### config.mk
export PLATFORM = sky130hd
export DESIGN_NAME = multicycle_ctrl_fsm
export DESIGN_NICKNAME = d
export VERILOG_FILES = /design/src/rtl/mc_ctrl_pkg.sv /design/src/rtl/mc_wait_timer.sv /design/src/rtl/multicycle_ctrl_fsm.sv
export SDC_FILE = /design/constraint.sdc
export NUM_CORES = 1
export LEC_CHECK = 0
export ABC_AREA = 1
export CAP_MARGIN = 20
export CORE_MARGIN = 5
export CORE_UTILIZATION = 41
export CTS_CLUSTER_SIZE = 14
export DETAILED_ROUTE_END_ITERATION = 10
export PLACE_DENSITY = 0.84
export SYNTH_ARGS = -nofsm -noshare
export SYNTH_HDL_FRONTEND = slang
export SYNTH_SLANG_ARGS = --single-unit
### constraint.sdc
create_clock -name clk -period 3.5 [get_ports clk]
set_clock_uncertainty 0.1 [all_clocks]
set_input_delay 0.875 -clock clk [delete_from_list [all_inputs] [get_ports clk]]
set_output_delay 0.875 -clock clk [all_outputs]
set_load 0.005 [all_outputs]
### src/rtl/mc_ctrl_pkg.sv
// Shared types and encodings for the multi-cycle RV32 control FSM.
// MC_UTYPE_EN: when defined, LUI/AUIPC decode as legal U-type instructions.
package mc_ctrl_pkg;

    localparam int unsigned OPC_W = 7;

    localparam logic [OPC_W-1:0] OPC_RTYPE  = 7'b0110011;
    localparam logic [OPC_W-1:0] OPC_IALU   = 7'b0010011;
    localparam logic [OPC_W-1:0] OPC_LOAD   = 7'b0000011;
    localparam logic [OPC_W-1:0] OPC_STORE  = 7'b0100011;
    localparam logic [OPC_W-1:0] OPC_BRANCH = 7'b1100011;
    localparam logic [OPC_W-1:0] OPC_JAL    = 7'b1101111;
    localparam logic [OPC_W-1:0] OPC_LUI    = 7'b0110111;
    localparam logic [OPC_W-1:0] OPC_AUIPC  = 7'b0010111;

    localparam logic [1:0] ALU_ADD   = 2'b00;
    localparam logic [1:0] ALU_BRCMP = 2'b01;
    localparam logic [1:0] ALU_FUNCT = 2'b10;

    localparam logic [2:0] IMM_I = 3'b000;
    localparam logic [2:0] IMM_S = 3'b001;
    localparam logic [2:0] IMM_B = 3'b010;
    localparam logic [2:0] IMM_J = 3'b011;
    localparam logic [2:0] IMM_U = 3'b100;

    localparam logic [1:0] PC_PLUS4  = 2'b00;
    localparam logic [1:0] PC_BRANCH = 2'b01;
    localparam logic [1:0] PC_JUMP   = 2'b10;

    typedef enum logic [2:0] {FETCH, DECODE, EXEC, MEM, WB, TRAP} state_e;

    typedef struct packed {
        logic       legal;
        logic [1:0] alu_op;
        logic [2:0] imm_src;
        logic       is_mem;
        logic       is_store;
        logic       is_branch;
        logic       is_jal;
    } dec_t;

    // Static per-opcode control used by both DECODE and EXEC.
    function automatic dec_t decode_opcode(input logic [OPC_W-1:0] opc);
        dec_t d;
        d = '0;
        d.legal = 1'b1;
        case (opc)
            OPC_RTYPE: d.alu_op = ALU_FUNCT;
            OPC_IALU: begin
                d.alu_op  = ALU_FUNCT;
                d.imm_src = IMM_I;
            end
            OPC_LOAD: begin
                d.alu_op  = ALU_ADD;
                d.imm_src = IMM_I;
                d.is_mem  = 1'b1;
            end
            OPC_STORE: begin
                d.alu_op   = ALU_ADD;
                d.imm_src  = IMM_S;
                d.is_mem   = 1'b1;
                d.is_store = 1'b1;
            end
            OPC_BRANCH: begin
                d.alu_op    = ALU_BRCMP;
                d.imm_src   = IMM_B;
                d.is_branch = 1'b1;
            end
            OPC_JAL: begin
                d.imm_src = IMM_J;
                d.is_jal  = 1'b1;
            end
`ifdef MC_UTYPE_EN
            OPC_LUI, OPC_AUIPC: begin
                d.alu_op  = ALU_ADD;
                d.imm_src = IMM_U;
            end
`endif
            default: d.legal = 1'b0;
        endcase
        return d;
    endfunction

endpackage

### src/rtl/mc_wait_timer.sv
// Memory-wait counter: counts un-acked request cycles, flags the last allowed one.
module mc_wait_timer
    import mc_ctrl_pkg::*;
#(
    parameter int unsigned TIMEOUT = 16,
    parameter int unsigned CNT_W   = $clog2(TIMEOUT + 1)
) (
    input  logic clk,
    input  logic rst,
    input  logic clear_i,
    input  logic enable_i,
    output logic expired_o
);

    logic [CNT_W-1:0] cnt_q, cnt_d;

    always_comb begin
        cnt_d = cnt_q;
        if (clear_i) begin
            cnt_d = '0;
        end else if (enable_i) begin
            cnt_d = cnt_q + CNT_W'(1);
        end
    end

    always_ff @(posedge clk) begin
        if (rst) begin
            cnt_q <= '0;
        end else begin
            cnt_q <= cnt_d;
        end
    end

    assign expired_o = (cnt_q == CNT_W'(TIMEOUT - 1));

endmodule

### src/rtl/multicycle_ctrl_fsm.sv
// Multi-cycle RV32 control FSM: FETCH/DECODE/EXEC/MEM/WB with req/ack memories and sticky trap.
// MC_UTYPE_EN (see mc_ctrl_pkg) enables LUI/AUIPC; otherwise they trap as illegal.
module multicycle_ctrl_fsm
    import mc_ctrl_pkg::*;
#(
    parameter int unsigned ILEN    = 32,
    parameter int unsigned TIMEOUT = 16
) (
    input  logic            clk,
    input  logic            rst,
    input  logic [ILEN-1:0] instr,
    input  logic            imem_ack,
    input  logic            dmem_ack,
    input  logic            branch_taken,
    output logic            imem_req,
    output logic            ir_we,
    output logic            dmem_req,
    output logic            dmem_we,
    output logic            reg_write,
    output logic [1:0]      alu_op,
    output logic [2:0]      imm_src,
    output logic            pc_write,
    output logic [1:0]      pc_src,
    output logic            illegal_op,
    output logic            timeout_err
);

    localparam int unsigned CNT_W = $clog2(TIMEOUT + 1);

    state_e           state_q, state_d;
    logic [OPC_W-1:0] opcode_q, opcode_d;
    logic             illegal_q, illegal_d;
    logic             timeout_q, timeout_d;
    logic             wait_en;
    logic             expired;
    dec_t             dec;
    logic             instr_unused_c;

    // Only the opcode field is consumed here; the rest goes to the datapath.
    assign instr_unused_c = ^instr[ILEN-1:OPC_W];
    assign dec = decode_opcode(opcode_q);

    mc_wait_timer #(
        .TIMEOUT (TIMEOUT),
        .CNT_W   (CNT_W)
    ) u_wait_timer (
        .clk       (clk),
        .rst       (rst),
        .clear_i   (!wait_en),
        .enable_i  (wait_en),
        .expired_o (expired)
    );

    always_ff @(posedge clk) begin
        if (rst) begin
            state_q   <= FETCH;
            opcode_q  <= '0;
            illegal_q <= 1'b0;
            timeout_q <= 1'b0;
        end else begin
            state_q   <= state_d;
            opcode_q  <= opcode_d;
            illegal_q <= illegal_d;
            timeout_q <= timeout_d;
        end
    end

    always_comb begin
        state_d     = state_q;
        opcode_d    = opcode_q;
        illegal_d   = illegal_q;
        timeout_d   = timeout_q;
        wait_en     = 1'b0;
        imem_req    = 1'b0;
        ir_we       = 1'b0;
        dmem_req    = 1'b0;
        dmem_we     = 1'b0;
        reg_write   = 1'b0;
        alu_op      = ALU_ADD;
        imm_src     = IMM_I;
        pc_write    = 1'b0;
        pc_src      = PC_PLUS4;
        illegal_op  = illegal_q;
        timeout_err = timeout_q;

        case (state_q)
            FETCH: begin
                imem_req = 1'b1;
                wait_en  = !imem_ack;
                if (imem_ack) begin
                    ir_we    = 1'b1;
                    opcode_d = instr[OPC_W-1:0];
                    state_d  = DECODE;
                end else if (expired) begin
                    timeout_d = 1'b1;
                    state_d   = TRAP;
                end
            end
            DECODE: begin
                alu_op  = dec.alu_op;
                imm_src = dec.imm_src;
                if (dec.legal) begin
                    state_d = EXEC;
                end else begin
                    illegal_d = 1'b1;
                    state_d   = TRAP;
                end
            end
            EXEC: begin
                alu_op  = dec.alu_op;
                imm_src = dec.imm_src;
                if (dec.is_branch) begin
                    pc_write = 1'b1;
                    pc_src   = branch_taken ? PC_BRANCH : PC_PLUS4;
                    state_d  = FETCH;
                end else if (dec.is_mem) begin
                    state_d = MEM;
                end else begin
                    state_d = WB;
                end
            end
            MEM: begin
                dmem_req = 1'b1;
                dmem_we  = dec.is_store;
                wait_en  = !dmem_ack;
                if (dmem_ack) begin
                    if (dec.is_store) begin
                        pc_write = 1'b1;
                        pc_src   = PC_PLUS4;
                        state_d  = FETCH;
                    end else begin
                        state_d = WB;
                    end
                end else if (expired) begin
                    timeout_d = 1'b1;
                    state_d   = TRAP;
                end
            end
            WB: begin
                reg_write = 1'b1;
                pc_write  = 1'b1;
                pc_src    = dec.is_jal ? PC_JUMP : PC_PLUS4;
                state_d   = FETCH;
            end
            TRAP: begin
                state_d = TRAP;
            end
            default: begin
                state_d = FETCH;
            end
        endcase

        // Reset silences every output, including in-flight requests.
        if (rst) begin
            imem_req    = 1'b0;
            ir_we       = 1'b0;
            dmem_req    = 1'b0;
            dmem_we     = 1'b0;
            reg_write   = 1'b0;
            alu_op      = ALU_ADD;
            imm_src     = IMM_I;
            pc_write    = 1'b0;
            pc_src      = PC_PLUS4;
            illegal_op  = 1'b0;
            timeout_err = 1'b0;
        end
    end

endmodule

==> results.json, run 1 <==
{
  "ff2ff_setup_slack_ps": 1850,
  "dr.pass1.iters": 4,
  "max_clock_freq_mhz": 304.2,
  "nets": 210,
  "power_mw": 0.4324,
  "whs_ps": 353.1,
  "internal-power_mw": 0.2999,
  "syn2layout_area_growth_pct": 32.85,
  "grtUsageTotal_pct": 13.73,
  "cts-root-buf": "clkbuf_4",
  "drtIter0Drc": 24,
  "die_w_um": 58.29,
  "finalCritPeriodShare_pct": 93.92,
  "p_leak_nw": 0.5047,
  "drive_gt1_share_pct": 14.71,
  "crit_required_ps": 2520,
  "r2r.worst_path.cells": 10,
  "antenna_found_initial": 0,
  "synth_area_um2": 955.9,
  "fin_util_pct": 57.41,
  "clk_path_buf_depth": 2,
  "swShare_pct": 30.66,
  "rsz0062_at_grt": "false",
  "totalWireLength_mm": 2.195,
  "ir_drop_uv": 259.1,
  "cts_setup_buffers": 0,
  "gp_congestion": 0.8396,
  "final_common_cell": "nor2_1",
  "rows": 17,
  "layout.cells.non_filler": 198,
  "dieArea_um2": 3397,
  "reg2reg_to": "state_q[2]$_SDFF_PP0_",
  "post_cts_resized": 0,
  "fp.dieH_um": 58.29,
  "hold_buffers": 0,
  "netlist_instances": 141,
  "grt_pass1_vias": 897,
  "yosys-top-cells-area": "dfxtp_1 (36%), nor2_1 (10%), a21oi_1 (7.3%)",
  "clockPowerShare_pct": 24.2,
  "cts.sinks": 17,
  "drv_cap": 0,
  "vias": 971,
  "io_pins": 52,
  "status": "completed",
  "wire_per_inst_um": 11.09,
  "drc_errors": 0,
  "gr-total-overflow": 0,
  "seq_area_frac_synth_pct": 35.60,
  "reg2reg_from": "u_wait_timer.cnt_q[0]$_SDFF_PP0_",
  "hold_viol_final": 0,
  "cts_tree": "built",
  "synth_edf_count": 0,
  "synth.distinct_cells": 27,
  "seqPwrFrac_pct": 50.9,
  "synth-main-ff-cell": "dfxtp_1",
  "power_frac_comb_pct": 24.9,
  "htreeDepth": 1,
  "endpoint_kind": "primary output",
  "arrival_ps": 2310,
  "coreArea_um2": 2212,
  "syn_area_per_cell_um2": 6.780,
  "vias_per_cell": 4.904,
  "clk-insertion-delay-late_ps": 290,
  "grt_max_degree": 13,
  "critPathMaxFanout": 3,
  "tns_ps": 0,
  "report.final.slew_viol_count": 0,
  "yosysTopAreaCellShare_pct": 35.60,
  "initial_utilization_pct": 43.21,
  "synth_top_area_cell": "dfxtp_1",
  "finalSetupViolCount": 0,
  "io_buffers": 25,
  "hold_path_depth": 1,
  "power-per-cell-area_nw_per_um2": 340.5,
  "synth_warnings": 0,
  "cts_made_buffers": 3,
  "cp-start-kind": "primary input",
  "path_class": "in -> out",
  "whs_endpoint": "u_wait_timer.cnt_q[0]$_SDFF_PP0_",
  "post-dp-hpwl_mm": 1.835,
  "min_from": "u_wait_timer.cnt_q[0]$_SDFF_PP0_",
  "placed_cells": 194,
  "synthesis.nets": 180,
  "antennaDiodeCount": 0,
  "num-fill-cells": 226,
  "power_switching_mw": 0.1326,
  "grt_pass1_wl_mm": 3.615,
  "ys_ff_latch": 17,
  "fin_crit_ps": 3287,
  "path_clk_slew_ps": 100,
  "hp-class": "reg -> reg",
  "final_cell_mix": "nor2_1 (26), clkdlybuf4s50_1 (25), nand2_1 (18), dfxtp_1 (17), inv_1 (15)",
  "antenna_left": 0,
  "async_flop_share_pct": 0
}
[power by group through the flow]
stage,Clock [mW],Combinational (mW),Sequential (mW)
3_3_place_gp,0,0.104,0.224
3_5_place_dp,0,0.108,0.225
5_1_grt,0.118,0.120,0.222
2_1_floorplan,0,0.0724,0.222
6_report,0.105,0.108,0.220
4_1_cts,0.107,0.108,0.220
[layer usage]
layer / share of wire, % / vias up / GRT usage [%]
li1: - / 507 / -
met1: 41 / 439 / 15.46
met2: 52 / 23 / 24.72
met3: 5.3 / 2 / 2.673
met4: 0.91 / 0 / 5.960
met5: 0 / - / 0
[Yosys cell counts, types with 2 or more instances]
cell	count
nor2_1	26
inv_2	3
nand2_2	3
nand4_1	2
nand2_1	18
o21ai_0	4
nand3_1	10
ha_1	2
o21ai_1	3
nor2_2	6
inv_1	15
dfxtp_1	17
a21oi_1	14
nor3_1	4
nand2_4	2
[how the worst max path moves through the flow]
stage	from	end	cells past startpoint	slack (ps)
CTS	dmem_ack	pc_write	6	210
finish	dmem_ack	pc_write	6	210
detailed placement	dmem_ack	pc_write	6	220
global placement	dmem_ack	pc_write	6	220
global route	dmem_ack	pc_write	6	120
floorplan	rst	alu_op[1]	4	1040
[stage by stage]
step	cell area (um^2)	worst slack [ps]
detailed placement	1244	218.0
CTS	1270	213.3
global route	1270	117.1
global placement	1244	222.7
finish	1270	213.0
floorplan	955.9	1040
[kinds of logic after synthesis]
kind of cell	after synthesis	synth area share, %
AOI/OAI and AO/OA	23	12.70
adders and majority gates	2	2.617
xor gates and xnor gates	1	0.9164
and+or+nand+nor	74	37.17
buffers and inverters	23	10.60
other	1	0.3923
DFF	17	35.60
[worst max-delay path: stages]
cell and delay, ps:
clkdlybuf4s50_1 530, nand3_1 120, o21ai_0 160, nor2_1 50, nor2_1 70, clkdlybuf4s50_1 500
[area by class of cell]
type / instances / area [um^2] / share of cell area [%]
clock buffers: 4 / 26.28 / 2.069
inverters: 19 / 73.82 / 5.813
multi-input cells: 101 / 514.2 / 40.49
flip-flops and latches: 17 / 340.3 / 26.80
well taps: 28 / 35.03 / 2.759
repair buffers: 29 / 280.3 / 22.07
[state kept, by name, indices dropped and copies added, names as in the netlist]
| name | flops |
|---|---|
| u_wait_timer.cnt_q | 5 |
| illegal_q | 1 |
| state_q | 3 |
| timeout_q | 1 |
| opcode_q | 7 |
Note: power is estimated with default switching activity, not from simulation.
==> inputs of run 2 (changes only) <==
MAX_ROUTING_LAYER = met4   (was not set)
SKIP_CTS_REPAIR_TIMING = 1   (was not set)
==> results of run 2 <==
The final DEF is identical to that of run 1; final timing and power are the same.
Main changes from that run: final weighted congestion in routability-driven placement 0.8396 -> 0.8526; wire length of the first global-routing pass 3615 um -> 3629 um; via count of the first global-routing pass 897 -> 895; overall routing resource usage 13.73% -> 14.18%; met1 usage 15.46% -> 15.59%
==> inputs of run 3 (changes only) <==
CORE_MARGIN = 4   (was 5)
==> run 3 against run 2 <==
  * First-iteration DRC count fell by 8.3%
  * Clock power barely moved
  * Routed wire length fell by 4.6%
  * Critical path depth did not move
  * Worst hold slack got worse by 2.3 ps
  * Highest routed layer unchanged
==> results.json, run 3 (same netlist as run 1, synthesis figures left out) <==
{
  "status": "completed",
  "htreeDepth": 1,
  "cts_tree": "built",
  "power-per-cell-area_nw_per_um2": 338.9,
  "internal-power_mw": 0.3000,
  "endpoint_kind": "primary output",
  "finalSetupViolCount": 0,
  "io_pins": 52,
  "wire_per_inst_um": 10.57,
  "path_cells": "clkdlybuf4s50_1 > nand3_1 > o21ai_0 > nor2_1 > nor2_1 > clkdlybuf4s50_1",
  "cp_slowest_cell": "clkdlybuf4s50_1",
  "clockPowerShare_pct": 24.4,
  "max_clock_freq_mhz": 306.0,
  "drc_errors": 0,
  "path_class": "in -> out",
  "path_clk_slew_ps": 90,
  "io_buffers": 25,
  "vias_per_cell": 4.813,
  "ir_drop_uv": 208.8,
  "cp-start-kind": "primary input",
  "grt_pass1_wl_mm": 3.636,
  "antennaDiodeCount": 0,
  "grt_max_degree": 13,
  "nets": 210,
  "clk-insertion-delay-late_ps": 290,
  "crit_required_ps": 2520,
  "cts.sinks": 17,
  "gp_congestion": 0.8954,
  "dr.pass1.iters": 4,
  "tns_ps": 0,
  "final_cell_mix": "nor2_1 (26), clkdlybuf4s50_1 (25), nand2_1 (18), dfxtp_1 (17), inv_1 (15)",
  "antenna_found_initial": 0,
  "syn2layout_area_growth_pct": 32.85,
  "finalCritPeriodShare_pct": 93.37,
  "placed_cells": 194,
  "path_delay_family": "buffers and inverters",
  "slowest_delay_ps": 510,
  "preCtsSetupSlack_ps": 234.0,
  "post-dp-hpwl_mm": 1.717,
  "grt_pass1_vias": 936,
  "cts_made_buffers": 3,
  "power_frac_comb_pct": 24.6,
  "cts-root-buf": "clkbuf_4",
  "rsz0062_at_grt": "false",
  "gr-total-overflow": 0,
  "vias": 953,
  "critPathMaxFanout": 3,
  "p_leak_nw": 0.5047,
  "report.final.slew_viol_count": 0,
  "reg_top3": "opcode_q: 7 flops, u_wait_timer.cnt_q: 5 flops, state_q: 3 flops",
  "postLayoutCellArea_um2": 1270,
  "antenna_left": 0,
  "largest_reg_flops": 7,
  "drv_cap": 0,
  "rows": 17,
  "place_area_um2": 1244,
  "fin_util_pct": 57.41,
  "seqPwrFrac_pct": 51.0,
  "grtUsageTotal_pct": 14.47,
  "power_switching_mw": 0.1304,
  "initial_utilization_pct": 43.21,
  "hold_viol_final": 0,
  "regMostFlops": "opcode_q",
  "fin_crit_ps": 3268,
  "drive_gt1_share_pct": 14.71,
  "worst_slack_ps": 232.1,
  "fp.dieH_um": 56.29,
  "dieArea_um2": 3168,
  "swShare_pct": 30.30,
  "die_w_um": 56.29,
  "clk_path_buf_depth": 2,
  "final_common_cell": "nor2_1",
  "crit_buf_inv": 2,
  "drtIter0Drc": 22,
  "layout.cells.non_filler": 198,
  "coreArea_um2": 2212,
  "arrival_ps": 2290,
  "totalWireLength_mm": 2.093,
  "hp-class": "reg -> reg"
}
run 3: cell counts in the layout (fill, tap and decap cells not counted):
No cell type changed its count.
run 3: final cells by class:
cell class | instances | area [um^2]
inverters | 19 | 73.82
flip-flops and latches | 17 | 340.3
clock buffers | 4 | 26.28
well taps | 28 | 35.03
fillers | 215 | 942.2
multi-input cells | 101 | 514.2
repair buffers | 29 | 280.3
run 3: final timing paths:
kind | startpoint | slack (ps) | to | cells after the start
setup / recovery | dmem_ack | 230 | pc_write | 6
setup reg to reg | u_wait_timer.cnt_q[0]$_SDFF_PP0_ | 1790 | state_q[2]$_SDFF_PP0_ | 10
hold / removal | u_wait_timer.cnt_q[0]$_SDFF_PP0_ | 350 | u_wait_timer.cnt_q[0]$_SDFF_PP0_ | 1
hold reg to reg | u_wait_timer.cnt_q[0]$_SDFF_PP0_ | 350 | u_wait_timer.cnt_q[0]$_SDFF_PP0_ | 1
run 3: worst reg2reg max path: cells and delay by family, from the launching register on:
| kind | cells | cell delay [ps] |
|---|---|---|
| AOI/OAI and AO/OA | 1 | 180 |
| adders and majority gates | 2 | 420 |
| DFF | 1 | 340 |
| and+or+nand+nor | 7 | 580 |
run 3: per-stage QoR:
step / power (mW) / hold WS [ps]
CTS: 0.4347 / 354.0
global placement: 0.3278 / 329.2
floorplan: 0.2946 / 317.5
global route: 0.4576 / 373.1
detailed placement: 0.3307 / 340.2
finish: 0.4304 / 350.8
run 3: power groups by stage:
stage / combinational [mW] / sequential (mW) / clock [mW]
5_1_grt: 0.119 / 0.222 / 0.117
6_report: 0.106 / 0.220 / 0.105
2_1_floorplan: 0.0724 / 0.222 / 0
4_1_cts: 0.107 / 0.219 / 0.108
3_3_place_gp: 0.104 / 0.224 / 0
3_5_place_dp: 0.107 / 0.224 / 0
run 3: routing by layer:
layer	global-route usage, %	wire, um	vias up
li1	-	-	505
met1	14.66	901	426
met2	27.05	1063	17
met3	2.529	81	5
met4	6.102	46	0
met5	-	0	-
